`config.mk`:
```
export PLATFORM = sky130hd
export DESIGN_NAME = rom_region_loader
export DESIGN_NICKNAME = d
export VERILOG_FILES = /design/src/rtl/rom_region_loader.sv
export SDC_FILE = /design/constraint.sdc
export NUM_CORES = 1
export LEC_CHECK = 0
export ABC_AREA = 1
export ABC_CLOCK_PERIOD_IN_PS = 5700
export BUFFER_PORTS_ARGS = -buffer_cell sky130_fd_sc_hd__clkbuf_2
export CORE_MARGIN = 2
export CORE_UTILIZATION = 50
export CTS_BUF_LIST = sky130_fd_sc_hd__clkbuf_4 sky130_fd_sc_hd__clkbuf_8 sky130_fd_sc_hd__clkbuf_16
export CTS_CLUSTER_SIZE = 16
export DETAILED_ROUTE_END_ITERATION = 16
export PLACE_DENSITY = 0.87
export SETUP_SLACK_MARGIN = 0.1
export SYNTH_ARGS = -nofsm -noshare
export SYNTH_HDL_FRONTEND = slang
export SYNTH_SLANG_ARGS = --single-unit
```
`constraint.sdc`:
```
create_clock -name CLK -period 5.7 [get_ports CLK]
set_input_delay 1.71 -clock CLK [delete_from_list [all_inputs] [get_ports CLK]]
set_output_delay 1.71 -clock CLK [all_outputs]
set_load 0.005 [all_outputs]
```
`src/rtl/rom_region_loader.sv`:
```
// rom_region_loader: splits the MiSTer ioctl download stream for one ROM index
// into NUM_REGIONS equal regions of 2^REGION_AW bytes and drives per-region
// ROM write strobes. Each strobe is held for WR_STRETCH cycles while
// ioctl_wait holds off the HPS. The block also tracks load status.
//
// Ports:
//   CLK, RESET         system clock, synchronous active-high reset
//   ioctl_download     download window active
//   ioctl_index        ROM index of the current download
//   ioctl_wr           single-cycle byte strobe
//   ioctl_addr         byte address
//   ioctl_dout         byte data
//   ioctl_wait         hold-off to the HPS (high while a write is in flight)
//   rom_addr           address within the selected region
//   rom_data           byte to write
//   rom_cs             one-hot region select, valid while rom_wr=1
//   rom_wr             write strobe
//   loaded             sticky per-region "received a byte" mask
//   byte_count         accepted in-range bytes, saturating
//   checksum           mod-256 sum of accepted bytes
//   err_range          sticky: a byte fell outside all regions
//   err_overrun        sticky: ioctl_wr arrived while busy
//   done               download for DL_INDEX completed
module rom_region_loader #(
    parameter int unsigned NUM_REGIONS = 15,
    parameter int unsigned REGION_AW   = 12,
    parameter int unsigned BASE_ADDR   = 0,
    parameter int unsigned DL_INDEX    = 0,
    parameter int unsigned WR_STRETCH  = 1
) (
    input  logic                   CLK,
    input  logic                   RESET,
    input  logic                   ioctl_download,
    input  logic [7:0]             ioctl_index,
    input  logic                   ioctl_wr,
    input  logic [24:0]            ioctl_addr,
    input  logic [7:0]             ioctl_dout,
    output logic                   ioctl_wait,
    output logic [REGION_AW-1:0]   rom_addr,
    output logic [7:0]             rom_data,
    output logic [NUM_REGIONS-1:0] rom_cs,
    output logic                   rom_wr,
    output logic [NUM_REGIONS-1:0] loaded,
    output logic [24:0]            byte_count,
    output logic [7:0]             checksum,
    output logic                   err_range,
    output logic                   err_overrun,
    output logic                   done
);

    localparam int unsigned AW = 25;
    localparam int unsigned CW = 4;

    typedef enum logic [1:0] {
        S_IDLE,
        S_LOAD,
        S_FLUSH,
        S_DONE
    } state_t;

    state_t                 state;
    logic                   prev_download;
    logic [CW-1:0]          hold_cnt;

    logic [AW-1:0]          off;
    logic [AW-1:0]          region;
    logic                   in_range;
    logic                   busy;
    logic                   start;
    logic [NUM_REGIONS-1:0] cs_onehot;

    // Address decode of the incoming byte; wrap-around of off below BASE_ADDR
    // is rejected by the explicit lower-bound compare.
    assign off       = ioctl_addr - AW'(BASE_ADDR);
    assign region    = off >> REGION_AW;
    assign in_range  = (ioctl_addr >= AW'(BASE_ADDR)) && (region < AW'(NUM_REGIONS));
    assign cs_onehot = NUM_REGIONS'(1) << region;

    // A write is in flight while the stretch counter is nonzero.
    assign busy  = (hold_cnt != CW'(0));

    // Index is qualified only at the rising edge of the download window.
    assign start = ioctl_download && !prev_download && (ioctl_index == 8'(DL_INDEX));

    // Loader FSM, strobe stretcher and status registers.
    always_ff @(posedge CLK) begin
        if (RESET) begin
            state         <= S_IDLE;
            prev_download <= 1'b0;
            hold_cnt      <= '0;
            ioctl_wait    <= 1'b0;
            rom_addr      <= '0;
            rom_data      <= '0;
            rom_cs        <= '0;
            rom_wr        <= 1'b0;
            loaded        <= '0;
            byte_count    <= '0;
            checksum      <= '0;
            err_range     <= 1'b0;
            err_overrun   <= 1'b0;
            done          <= 1'b0;
        end else begin
            prev_download <= ioctl_download;

            // Count down the current strobe; drop it after its last cycle.
            if (busy) begin
                hold_cnt <= hold_cnt - CW'(1);
                if (hold_cnt == CW'(1)) begin
                    rom_wr     <= 1'b0;
                    ioctl_wait <= 1'b0;
                    rom_cs     <= '0;
                end
            end

            case (state)
                S_IDLE, S_DONE: begin
                    if (start) begin
                        state       <= S_LOAD;
                        loaded      <= '0;
                        byte_count  <= '0;
                        checksum    <= '0;
                        err_range   <= 1'b0;
                        err_overrun <= 1'b0;
                        done        <= 1'b0;
                    end
                end

                S_LOAD: begin
                    // A strobe coinciding with the falling window is still taken.
                    if (ioctl_wr) begin
                        if (busy) begin
                            err_overrun <= 1'b1;
                        end else if (in_range) begin
                            rom_addr   <= off[REGION_AW-1:0];
                            rom_data   <= ioctl_dout;
                            rom_cs     <= cs_onehot;
                            rom_wr     <= 1'b1;
                            ioctl_wait <= 1'b1;
                            hold_cnt   <= CW'(WR_STRETCH);
                            loaded     <= loaded | cs_onehot;
                            checksum   <= checksum + ioctl_dout;
                            if (byte_count != '1) begin
                                byte_count <= byte_count + AW'(1);
                            end
                        end else begin
                            err_range <= 1'b1;
                        end
                    end
                    if (!ioctl_download) begin
                        state <= S_FLUSH;
                    end
                end

                S_FLUSH: begin
                    if (!busy) begin
                        state <= S_DONE;
                        done  <= 1'b1;
                    end
                end

                default: state <= S_IDLE;
            endcase
        end
    end

endmodule

```
# Yosys cells after proc, flatten, opt, wreduce, memory -nomap -nowiden
# Cells that the tools add are included.
# word_totals
ff_bits,95
in_bits,45
out_inout_bits,88
# classes
addsub,3
n_lt_le_gt_ge,2
n_eq_ne,14
shifts,1
muxes,53
bitwise,2
reduce_logical,17
# op_table
cell,count
$mux 15,10
$mux 25,5
$pmux 25 s2,1
$mux 8,4
$pmux 15 s2,1
$add 25x1->25 const B,1
$ge 25x1->1 const B,1
$ne 25x25->1 const B,1
$mux 4,5
$mux 1,19
$ne 2x2->1 const B,9
$pmux 8 s2,1
$or 15x15->15,1
$shl 1x13->15 const A,1
$lt 13x4->1 const B,1
$reduce_and 5->1,2
$add 8x8->8,1
$logic_not 8->1,1
$reduce_and 4->1,2
$mux 2,3
$pmux 1 s2,3
$pmux 2 s3,1
$reduce_and 3->1,2
$reduce_and 6->1,1
11 further kinds,15

# Logic depth before layout (Yosys ltp)
# logic_depth
ltp_word,7
depth_mapped,12

# Worst setup path before layout
# Ideal clock, no wire load.
# synth_path
path_kind,input -> register
startpoint,in ioctl_addr[22]
endpoint,reg rom_addr[0]
t_arrival_ns,2.849
setup_slack_ns,2.735
cell_stages,10
n_path_buf,2
cell_sequence,nor2_1 nand2_1 nor2_2 nand3_2 nor3_4 inv_2 buf_2 buf_6 nor2_1 nor2_1
# synth_between
elab_chain_len,3
# synth_lines
element,line_no,rtl
start: declaration,36,"input logic [24:0] ioctl_addr,"
$ge 25x1->1 / $lt 13x4->1 (equally long branches),76,assign in_range = (ioctl_addr >= AW'(BASE_ADDR)) && (region < AW'(NUM_REGIONS));
$logic_and 1x1->1 (*),76,
$reduce_and 4->1 (no source line) (*),n/a,
end signal: assignment,134,rom_addr <= off[REGION_AW-1:0];
end: declaration,39,"output logic [REGION_AW-1:0] rom_addr,"
# Mark *: on every way between the ends. The rest lies on a longest branch, timed or not.
# A chain may end at the register's enable or synchronous reset.

# Final worst setup path
# layout_path
startpoint,in ioctl_addr[20]
endpoint,reg byte_count[0]
# layout_between
elab_chain_len,4
# layout_lines
element,line_no,rtl
$ge 25x1->1 / $lt 13x4->1 (equally long branches),76,
$logic_and 1x1->1 (*),76,
$ne 2x2->1 (no source line) (*),n/a,
$reduce_and 6->1 (no source line) (*),n/a,
end signal: assignment,143,byte_count <= byte_count + AW'(1);
end: declaration,44,"output logic [24:0] byte_count,"
# Marks and branches as above.

==> results_dict.tcl <==
set metrics [dict create \
    outcome "finished, final reports clean" \
    totalWireLength_mm 12.44 \
    grt_pass1_wl_mm 21.09 \
    skew_ns 0.02111 \
    avgSynthCellArea_um2 6.616 \
    ys_seq_elements 95 \
    yosysSeqAreaShare_pct 37.73 \
    fin_nets 941 \
    yosysTopAreaCellShare_pct 37.73 \
    synth_largest_area_cell "dfxtp_1" \
    synth_most_common_cell "nand2_1" \
    clock-root-buffer "clkbuf_8" \
    dp_hpwl_mm 8.965 \
    cap_viol_max_count 0 \
    cpPeakStageDelay_ns 0.40 \
    syn_inst 762 \
    clock_latency_ns 0.38 \
    htreeDepth 3 \
    busiest_layer "met2" \
    vias 5075 \
    clk_path_buf_depth 2 \
    fp.dieH_um 104.4 \
    cts_hold_buf 0 \
    use_met2_pct 39.45 \
    p_leak_uw 0.002602 \
    fp-row-count 36 \
    syn_area_mm2 0.005041 \
    setup_viol 0 \
    crit_path_frequent_cell "nand2_1" \
    hold_viol 0 \
    worst_path_max_delay_cell "inv_1" \
    diodes 0 \
    pin_count 133 \
    drive_gt1_share_pct 21.33 \
    synth-edff-count 0 \
    viasPerCell 4.980 \
    grt_max_degree 48 \
    fin_util_pct 60.66 \
    die_width_um 104.4 \
    first_pass_iters 5 \
    worstPathCellList "clkbuf_2 -> nor2_1 -> nand2_1 -> nor2_2 -> nand2_1 -> nand2_1 -> nand3_1 -> inv_1 -> nand2_4 -> o21ai_0 -> nor2_1" \
    cp_num_buf_inv 2 \
    tns_ns 0 \
    grt_use_met3_pct 6.078 \
    cts_setup_buffers 0 \
    wl_per_cell_um 12.20 \
    worstPathMaxFanout 23 \
    drcViolationCount 0 \
    critPathLaunchType "primary input" \
    hp-class "flip-flop to flip-flop" \
    grt_pass1_vias 4721 \
    core_area_mm2 0.009774 \
    die_area_mm2 0.01090 \
    rsz0062_at_grt "false" \
    fmax_mhz 306.3 \
    criticalPathCategory "primary input to flip-flop" \
    synth_common_cells "nand2_1, nor2_1, dfxtp_1" \
    numCtsBuffers 9 \
    worstPathRequired_ns 5.96 \
    drt_iter0_markers 213 \
    maxSlewViolCount 0 \
    p_total_uw 1842 \
    ys.warnings.count 0 \
    async_reset_ff_share_pct 0 \
    cts_resized 0 \
    initial_core_util_pct 51.57 \
    grt_overflow 0 \
    cts_tree "built" \
    p_per_area_mw_per_mm2 310.6 \
    critPathCaptureType "flip-flop" \
    critPathArrivalTime_ns 3.53 \
    synth_area_leaders "dfxtp_1, nand2_1, nor2_1, a21oi_1, inv_1" \
    cp_top_family "simple AND/OR/NAND/NOR gates" \
    gr-usage-all-layers_pct 23.00 \
    period_minus_slack_ns 3.265 \
    gp_congestion 0.8695 \
    worst-slew-pin-transition_ns 0.8867 \
    ys.flop_type "dfxtp_1" \
    drt.antenna.violating_nets 0 \
    cts.sinks 95 \
    antenna_found_initial 0 \
    yosysUniqueCellTypes 38 \
    port_buffers 132 \
    slew_headroom_pct 40.89 \
    vdd_drop_max_mv 0.1833 \
    fin_crit_sh_pct 57.28 \
    synth_fp_nets 822 \
    syn_to_final_growth_pct 17.62 \
    clk_pin_slew_ns 0.11 \
    grt_use_met1_pct 27.89 \
]
[worst register-to-register path: stages, from the launching register on]
cell      delay [ns]
dfxtp_1         0.35
inv_1           0.08
ha_1            0.46
clkinv_1        0.77
nor3b_1         0.39
nand3_1         0.10
a21oi_1         0.16
[area by class of cell]
type                       instances  area [µm²]
clock buffer                       9       123.9
clock inverter                     7       70.07
fill                             931        3845
inverter                          59       221.5
multi-input combinational        581        2763
sequential                        95        1902
tap                              133       166.4
timing repair buffer             135       683.2
[placed cells by master (no fill, tap or decap), types with 2 or more instances in the layout]
cell type and count:
nand2_1 204, nor2_1 173, clkbuf_2 132, dfxtp_1 95
inv_1 54, a21oi_1 50, nand3_1 34, o21ai_0 31
nand2_2 14, ha_1 14, a21oi_2 10, clkbuf_8 9
xor2_1 8, nand4_1 7, xnor2_1 7, o21bai_1 5
nor3_1 4, clkinv_1 3, nor2_4 3, inv_6 3
buf_4 3, a21o_1 2, nor2_2 2, inv_2 2
nand2_4 2, inv_8 2
[per-stage QoR]
step	setup slack [ns]	std cells	hold WS, ns	area (µm²)
after floorplan	2.735	762	0.4466	5041
after global placement	2.147	1003	0.4393	5736
after detailed placement	2.036	1003	0.4409	5736
after CTS	2.439	1019	0.4591	5929
after global routing	2.162	1019	0.4829	5929
final	2.435	1019	0.4578	5929
[layer usage]
metal | routed length, µm | up-vias
met5 | 0 | -
met4 | 193 | 0
met3 | 854 | 18
met2 | 5990 | 148
met1 | 5396 | 2270
li1 | - | 2639
[power breakdown]
group	leakage, µW	internal [µW]	switching, µW
registers	0.000767	706	40.0
clock network	0.000101	173	274
logic	0.00173	181	468
[final timing paths]
kind	from	to	slack (ns)	cells past startpoint
max	ioctl_addr[20]	byte_count[0]	2.43	11
min	loaded[5]	loaded[5]	0.46	2
max reg2reg	state[1]	byte_count[2]	3.32	6
min reg2reg	loaded[5]	loaded[5]	0.46	2
[registers in the layout, indices dropped and copies added, names as in the netlist]
register,count
done,1
rom_addr,12
hold_cnt,4
loaded,15
state,2
rom_cs,15
err_range,1
rom_data,8
rom_wr,1
byte_count,25
prev_download,1
checksum,8
ioctl_wait,1
err_overrun,1
[kinds of logic (layout without fill, tap and decap cells)]
group | after synthesis | after routing | share of synthesized area (%)
fa+ha+maj | 15 | 15 | 3.872
flops | 95 | 95 | 37.73
simple gates | 448 | 448 | 36.76
compound gates | 103 | 103 | 11.57
buf+inv | 86 | 210 | 7.471
xor+xnor | 15 | 15 | 2.606
(Power assumes the default switching activity.)
